File: src/rtl/cb_register_pkg.sv
// rtl/cb_register_pkg.sv - shared op-code definitions for the register bank and CPU control unit
package cb_register_pkg;

    typedef enum logic [2:0] {
        OP_NOP  = 3'd0,
        OP_LOAD = 3'd1,
        OP_INC  = 3'd2,
        OP_DEC  = 3'd3,
        OP_SHL  = 3'd4,
        OP_SHR  = 3'd5,
        OP_CLR  = 3'd6,
        OP_RSVD = 3'd7
    } op_e;

endpackage

File: src/rtl/cb_reg_op_unit.sv
// rtl/cb_reg_op_unit.sv - combinational next-value and carry computation for one register op
module cb_reg_op_unit
    import cb_register_pkg::*;
#(
    parameter int WIDTH = 8
) (
    input  logic [2:0]       op,
    input  logic [WIDTH-1:0] old_val,
    input  logic [WIDTH-1:0] data_in,
    output logic [WIDTH-1:0] new_val,
    output logic             carry,
    output logic             we
);

    // Decode the op; NOP and the reserved code leave we low so nothing is written
    always_comb begin
        new_val = old_val;
        carry   = 1'b0;
        we      = 1'b0;
        case (op_e'(op))
            OP_LOAD: begin
                new_val = data_in;
                we      = 1'b1;
            end
            OP_INC: begin
                // The extra top bit captures the wrap from all-ones to zero
                {carry, new_val} = {1'b0, old_val} + {{WIDTH{1'b0}}, 1'b1};
                we               = 1'b1;
            end
            OP_DEC: begin
                // Top bit becomes the borrow when old_val is zero
                {carry, new_val} = {1'b0, old_val} - {{WIDTH{1'b0}}, 1'b1};
                we               = 1'b1;
            end
            OP_SHL: begin
                new_val = {old_val[WIDTH-2:0], 1'b0};
                carry   = old_val[WIDTH-1];
                we      = 1'b1;
            end
            OP_SHR: begin
                new_val = {1'b0, old_val[WIDTH-1:1]};
                carry   = old_val[0];
                we      = 1'b1;
            end
            OP_CLR: begin
                new_val = '0;
                we      = 1'b1;
            end
            default: begin
                new_val = old_val;
            end
        endcase
    end

endmodule

File: src/rtl/cb_register_bank.sv
// rtl/cb_register_bank.sv - register bank with one read-modify-write op per cycle and two read ports
module cb_register_bank
    import cb_register_pkg::*;
#(
    parameter  int WIDTH = 8,
    parameter  int DEPTH = 4,
    localparam int AW    = (DEPTH <= 2) ? 1 : $clog2(DEPTH)
) (
    input  logic             clk,
    input  logic             clear,
    input  logic [2:0]       op,
    input  logic [AW-1:0]    wr_addr,
    input  logic [WIDTH-1:0] data_in,
    input  logic [AW-1:0]    rd_addr_a,
    input  logic [AW-1:0]    rd_addr_b,
    output logic [WIDTH-1:0] data_out_a,
    output logic [WIDTH-1:0] data_out_b,
    output logic             flag_zero,
    output logic             flag_carry
);

    // One extra bit so DEPTH itself is representable for the range checks
    localparam logic [AW:0] DEPTH_L = DEPTH[AW:0];

    logic [WIDTH-1:0] regs [DEPTH];

    logic             wr_valid;
    logic             rd_valid_a;
    logic             rd_valid_b;
    logic [WIDTH-1:0] cur_val;
    logic [WIDTH-1:0] new_val;
    logic             carry;
    logic             we;

    assign wr_valid   = ({1'b0, wr_addr}   < DEPTH_L);
    assign rd_valid_a = ({1'b0, rd_addr_a} < DEPTH_L);
    assign rd_valid_b = ({1'b0, rd_addr_b} < DEPTH_L);

    // Out-of-range targets are never written, so their old value is irrelevant
    assign cur_val    = wr_valid ? regs[wr_addr] : '0;

    // Reads come straight from stored state; a same-cycle write is not bypassed
    assign data_out_a = rd_valid_a ? regs[rd_addr_a] : '0;
    assign data_out_b = rd_valid_b ? regs[rd_addr_b] : '0;

    cb_reg_op_unit #(
        .WIDTH (WIDTH)
    ) u_op_unit (
        .op      (op),
        .old_val (cur_val),
        .data_in (data_in),
        .new_val (new_val),
        .carry   (carry),
        .we      (we)
    );

    // Register and flag update; clear overrides any op in the same cycle
    always_ff @(posedge clk) begin
        if (clear) begin
            for (int i = 0; i < DEPTH; i++) begin
                regs[i] <= '0;
            end
            flag_zero  <= 1'b0;
            flag_carry <= 1'b0;
        end else if (we && wr_valid) begin
            regs[wr_addr] <= new_val;
            flag_zero     <= (new_val == '0);
            flag_carry    <= carry;
        end
    end

endmodule

File: config.mk
export PLATFORM = sky130hd
export DESIGN_NAME = cb_register_bank
export DESIGN_NICKNAME = d
export VERILOG_FILES = /design/src/rtl/cb_register_pkg.sv /design/src/rtl/cb_reg_op_unit.sv /design/src/rtl/cb_register_bank.sv
export SDC_FILE = /design/constraint.sdc
export NUM_CORES = 1
export LEC_CHECK = 0
export ABC_AREA = 1
export CAP_MARGIN = 0
export CORE_MARGIN = 1
export CORE_UTILIZATION = 44
export CTS_CLUSTER_DIAMETER = 150
export DETAILED_ROUTE_END_ITERATION = 8
export PLACE_DENSITY = 0.66
export SLEW_MARGIN = 0
export SYNTH_ARGS = -nofsm -noshare
export SYNTH_HDL_FRONTEND = slang
export SYNTH_SLANG_ARGS = --single-unit
File: constraint.sdc
create_clock -name clk -period 6.55 [get_ports clk]
set_input_delay 1.31 -clock clk [delete_from_list [all_inputs] [get_ports clk]]
set_output_delay 1.31 -clock clk [all_outputs]
set_load 0.01 [all_outputs]
Yosys cells after proc, flatten, opt, wreduce, memory -nomap -nowiden
Memory sizes are Yosys's and may differ from the RTL's.
Index checks and enable logic that the tools add are counted.
{ "classes": {"eq_ne": 6, "add_sub_neg": 2, "muxes": 11, "reduce_logical": 3} }
{ "ops": {"columns": ["cell", "count"], "rows": [
  ["one-hot mux 8 bit (6 select lines)", 1],
  ["adder 8 x 1 -> 9 bit (second input constant)", 1],
  ["equality test 3 bit (second input constant)", 3],
  ["subtractor 8 x 1 -> 9 bit (second input constant)", 1],
  ["zero test 8 bit", 1],
  ["two-way mux 8 bit", 1],
  ["OR reduction 8 bit", 1],
  ["two-way mux 1 bit", 7],
  ["equality test 3 x 2 -> 1 bit (second input constant)", 2],
  ["OR reduction 6 bit", 1],
  ["one-hot mux 1 bit (4 select lines)", 1],
  ["equality test 3 x 1 -> 1 bit (second input constant)", 1],
  ["two-way mux 2 bit", 1]
]} }
{ "word_totals": {"n_memories": 1, "ramBits": 32, "output_inout_bits": 18, "inputBits": 19, "wordCells": 25, "ff_bits": 2} }
{ "memory_table": {"columns": ["memory", "depth", "word_bits", "read_ports", "rd_ports_with_merged_regs", "wr", "line_no", "rtl"], "rows": [
  ["regs", 4, 8, 3, 0, 4, "cb_register_bank.sv:25", "logic [WIDTH-1:0] regs [DEPTH];"]
]} }

Logic depth before layout (Yosys ltp)
{ "depth": {"word_depth": 8, "depth_mapped": 18, "ltp_nobuf": 17} }

Hierarchy
A second synthesis with hierarchy kept.
{ "unflattened": {"hier_cells": 451, "hier_area_um2": 2865.2} }
{ "modules_own_cells": {"columns": ["mod", "area_per_inst_um2", "cells_per_inst", "seq_area_each_um2", "instances"], "rows": [
  ["cb_register_bank", 2174.6, 300, 1001.0, 1],
  ["cb_reg_op_unit", 690.7, 151, 0.0, 1]
]} }

Least setup slack after synthesis
No wires, ideal clock.
{ "synth_timing": {"kind": "in2out", "start": "input rd_addr_a[0]", "end": "output data_out_a[5]", "required_time_ns": 5.240, "path_buffers": 1, "arrival_ns": 1.993, "stages": 4, "path_slack_ns": 3.247, "cell_sequence": "inv_1 clkbuf_1 o21ai_0 o22ai_1"} }
{ "synth_via": {"elab_chain_len": 1} }
{ "synth_rtl": {"columns": ["item", "line_no", "rtl"], "rows": [
  ["from (decl)", "cb_register_bank.sv:14", "input logic [AW-1:0] rd_addr_a,"],
  ["memory (4 x 8 bit)", null, null],
  ["to (decl)", "cb_register_bank.sv:16", "output logic [WIDTH-1:0] data_out_a,"]
]} }
No other way between the ends.

Worst setup path in the final report
{ "layout_timing": {"start": "input rd_addr_a[0]", "end": "output data_out_a[0]"} }
The elaborated chain is that of the path after synthesis.

==> flow_summary.yaml <==
synth:
  ys.flop_type: "edfxtp_1"
  synth_area_mm2: 0.00298
  ys_seq_elements: 34
  synth_seq_area_share: 0.336
  syn_nets: 487
  yosys_warnings: 0
  synth.avg_cell_area_um2: 6.39
  synth.distinct_cells: 27
  synth_async_sr_flop_share: 0
  synth_edf_count: 32
  synthCells: 466
timing:
  fin_skew_ps: 2.39
  fmax_ghz: 0.213
  relSlewSlack: 0.173
  hold_ws_ps: 462
  slew_viol_final: 0
  tns_ps: 0
  hold_viol: 0
  rsz0062_at_grt: "false"
  setup_viol: 0
  timing.final.crit_share: 0.718
  max_slew.worst_pin.slew_ps: 1230
  fin_crit_ps: 4700
route:
  drt_iter0_markers: 276
  vias_per_cell: 5.48
  remaining_drc_errors: 7
  ant_nets: 0
  wire_per_inst_um: 15.0
  drt-pass1-iter-count: 7
  vias: 3157
  routed_wl_um: 8630
cells_and_area:
  synthToLayoutAreaGrowth_pct: 15.6
  fin_util: 0.533
  fillers: 662
  layout_commonest_cell: "nand2_1"
  diodes: 0
  layout_common_cells: "145 x nand2_1, 60 x nor2_1, 58 x inv_1, 45 x nand3_1, 37 x o21ai_0"
  fin_area_mm2: 0.00344
  nets: 519
  drive_gt1_frac: 0.0842
die:
  start_util: 0.461
  die_area_mm2: 0.00710
  core_mm2: 0.00646
  ios: 37
  die_h_um: 84.3
  rows: 29
  fp.dieW_um: 84.3
global_route:
  grt_max_degree: 22
  gr-usage-all-layers: 0.249
  grt_pass1_vias: 2976
  grt_pass1_wl_um: 14000
  antenna_found_initial: 0
  grt_overflow_total: 0
status:
  status: "complete, but fails checks"
  violations: "DRC"
worst_setup_path:
  cp-end-kind: "primary output"
  ff2ff_path_depth: 14
  crit_type: "input port to primary output"
  r2r_slack_ps: 4170
  r2r_start: "regs[3][1]"
  cp_max_fo: 17
  arrival_ps: 3390
  start_kind: "input port"
  r2r_end: "flag_zero"
  required_ps: 5240
clocking:
  cts.clk_slew.worst_paths_ps: 70
  ctsResizeCount: 0
  cts-root-buf: "clkbuf_8"
  cts_tree: "built"
  clock_latency_ps: 290
  cts_inserted_buffers: 5
  h-tree-depth: 2
  cts_setup_buffers: 0
  cts_sinks: 34
  cts_hold_buf: 0
  cts_max_path_buffers: 2
hold_path:
  hp-start: "flag_zero"
  hold_path_depth: 2
  hold_class: "register to register"
  hold-path-endpoint: "flag_zero"
job:
  max_cap_viol_count: 0
placed_design:
  place_congestion: 0.938
  io_buffer_count: 36
  hpwlAfterDp_um: 6660
  dpl_cell_area_mm2: 0.00336
pwr:
  p_per_area_mw_per_mm2: 181
  ir_drop_mv: 0.132
  fin_total_pwr_mw: 0.625
  p_leak_nw: 1.69
## layer usage
layer	routed length [um]	share of wire	global-route usage
met4	99	0.011	0.0596
met5	0	0	0
met3	605	0.070	0.0315
met1	3900	0.45	0.337
met2	4020	0.47	0.423
## final cells by class
| cell class | count | area [um2] | area share |
|---|---|---|---|
| clock buffers | 6 | 72.6 | 0.0211 |
| clock inverters | 2 | 8.76 | 0.00254 |
| inverters | 67 | 254 | 0.0738 |
| multi-input cells | 354 | 1650 | 0.479 |
| flip-flops and latches | 34 | 1000 | 0.291 |
| well taps | 77 | 96.3 | 0.0280 |
| repair buffers | 36 | 360 | 0.105 |
## worst max-delay path by stage
stage | from | to | cells after the start
final | rd_addr_a[0] | data_out_a[0] | 5
after global routing | rd_addr_a[0] | data_out_a[5] | 5
after CTS | rd_addr_b[0] | data_out_b[6] | 5
after detailed placement | rd_addr_b[0] | data_out_b[6] | 5
after global placement | wr_addr[0] | flag_zero | 16
after floorplan | rd_addr_a[0] | data_out_a[5] | 4
## sequential cells by signal, indices dropped and copies added, names as in the netlist
| signal | count |
|---|---|
| regs | 32 |
| flag_zero | 1 |
| flag_carry | 1 |
## synth_stat cells, types with 4 or more instances
cell,number,share of area
nand3_1,45,0.076
nand2_2,8,0.017
clkbuf_1,4,0.0050
nor2_2,5,0.010
nand3_2,9,0.030
edfxtp_1,32,0.32
nor2_1,60,0.076
nor3_1,7,0.012
a21oi_1,7,0.012
inv_2,8,0.010
inv_1,58,0.073
o21ai_0,37,0.062
nand2_1,145,0.18
o22ai_1,16,0.034
## worst max-delay path, cell delays in order
cell and delay (ps):
clkdlybuf4s50_1 690, inv_1 470, o21ai_0 140, o22ai_1 200, clkdlybuf4s50_1 580
## stage by stage
stage / instances / setup WS, ps
floorplan: 466 / 3250
global placement: 568 / 1970
detailed placement: 568 / 1910
CTS: 576 / 1910
global route: 576 / 1680
finish: 576 / 1850
## power by group
| part | switching (mW) | internal, mW |
|---|---|---|
| combinational | 0.128 | 0.0734 |
| sequential | 0.0154 | 0.257 |
| clock | 0.0777 | 0.0731 |
## logic make-up (layout without fill, tap and decap cells)
family,Yosys count,count (layout),share of synthesized area
adders and majority gates,2,2,0.00840
buffers and inverters,78,111,0.110
DFF,34,34,0.336
and+or+nand+nor,289,289,0.433
AOI/OAI and AO/OA,63,63,0.113
Power figures use the tool's default switching activity.
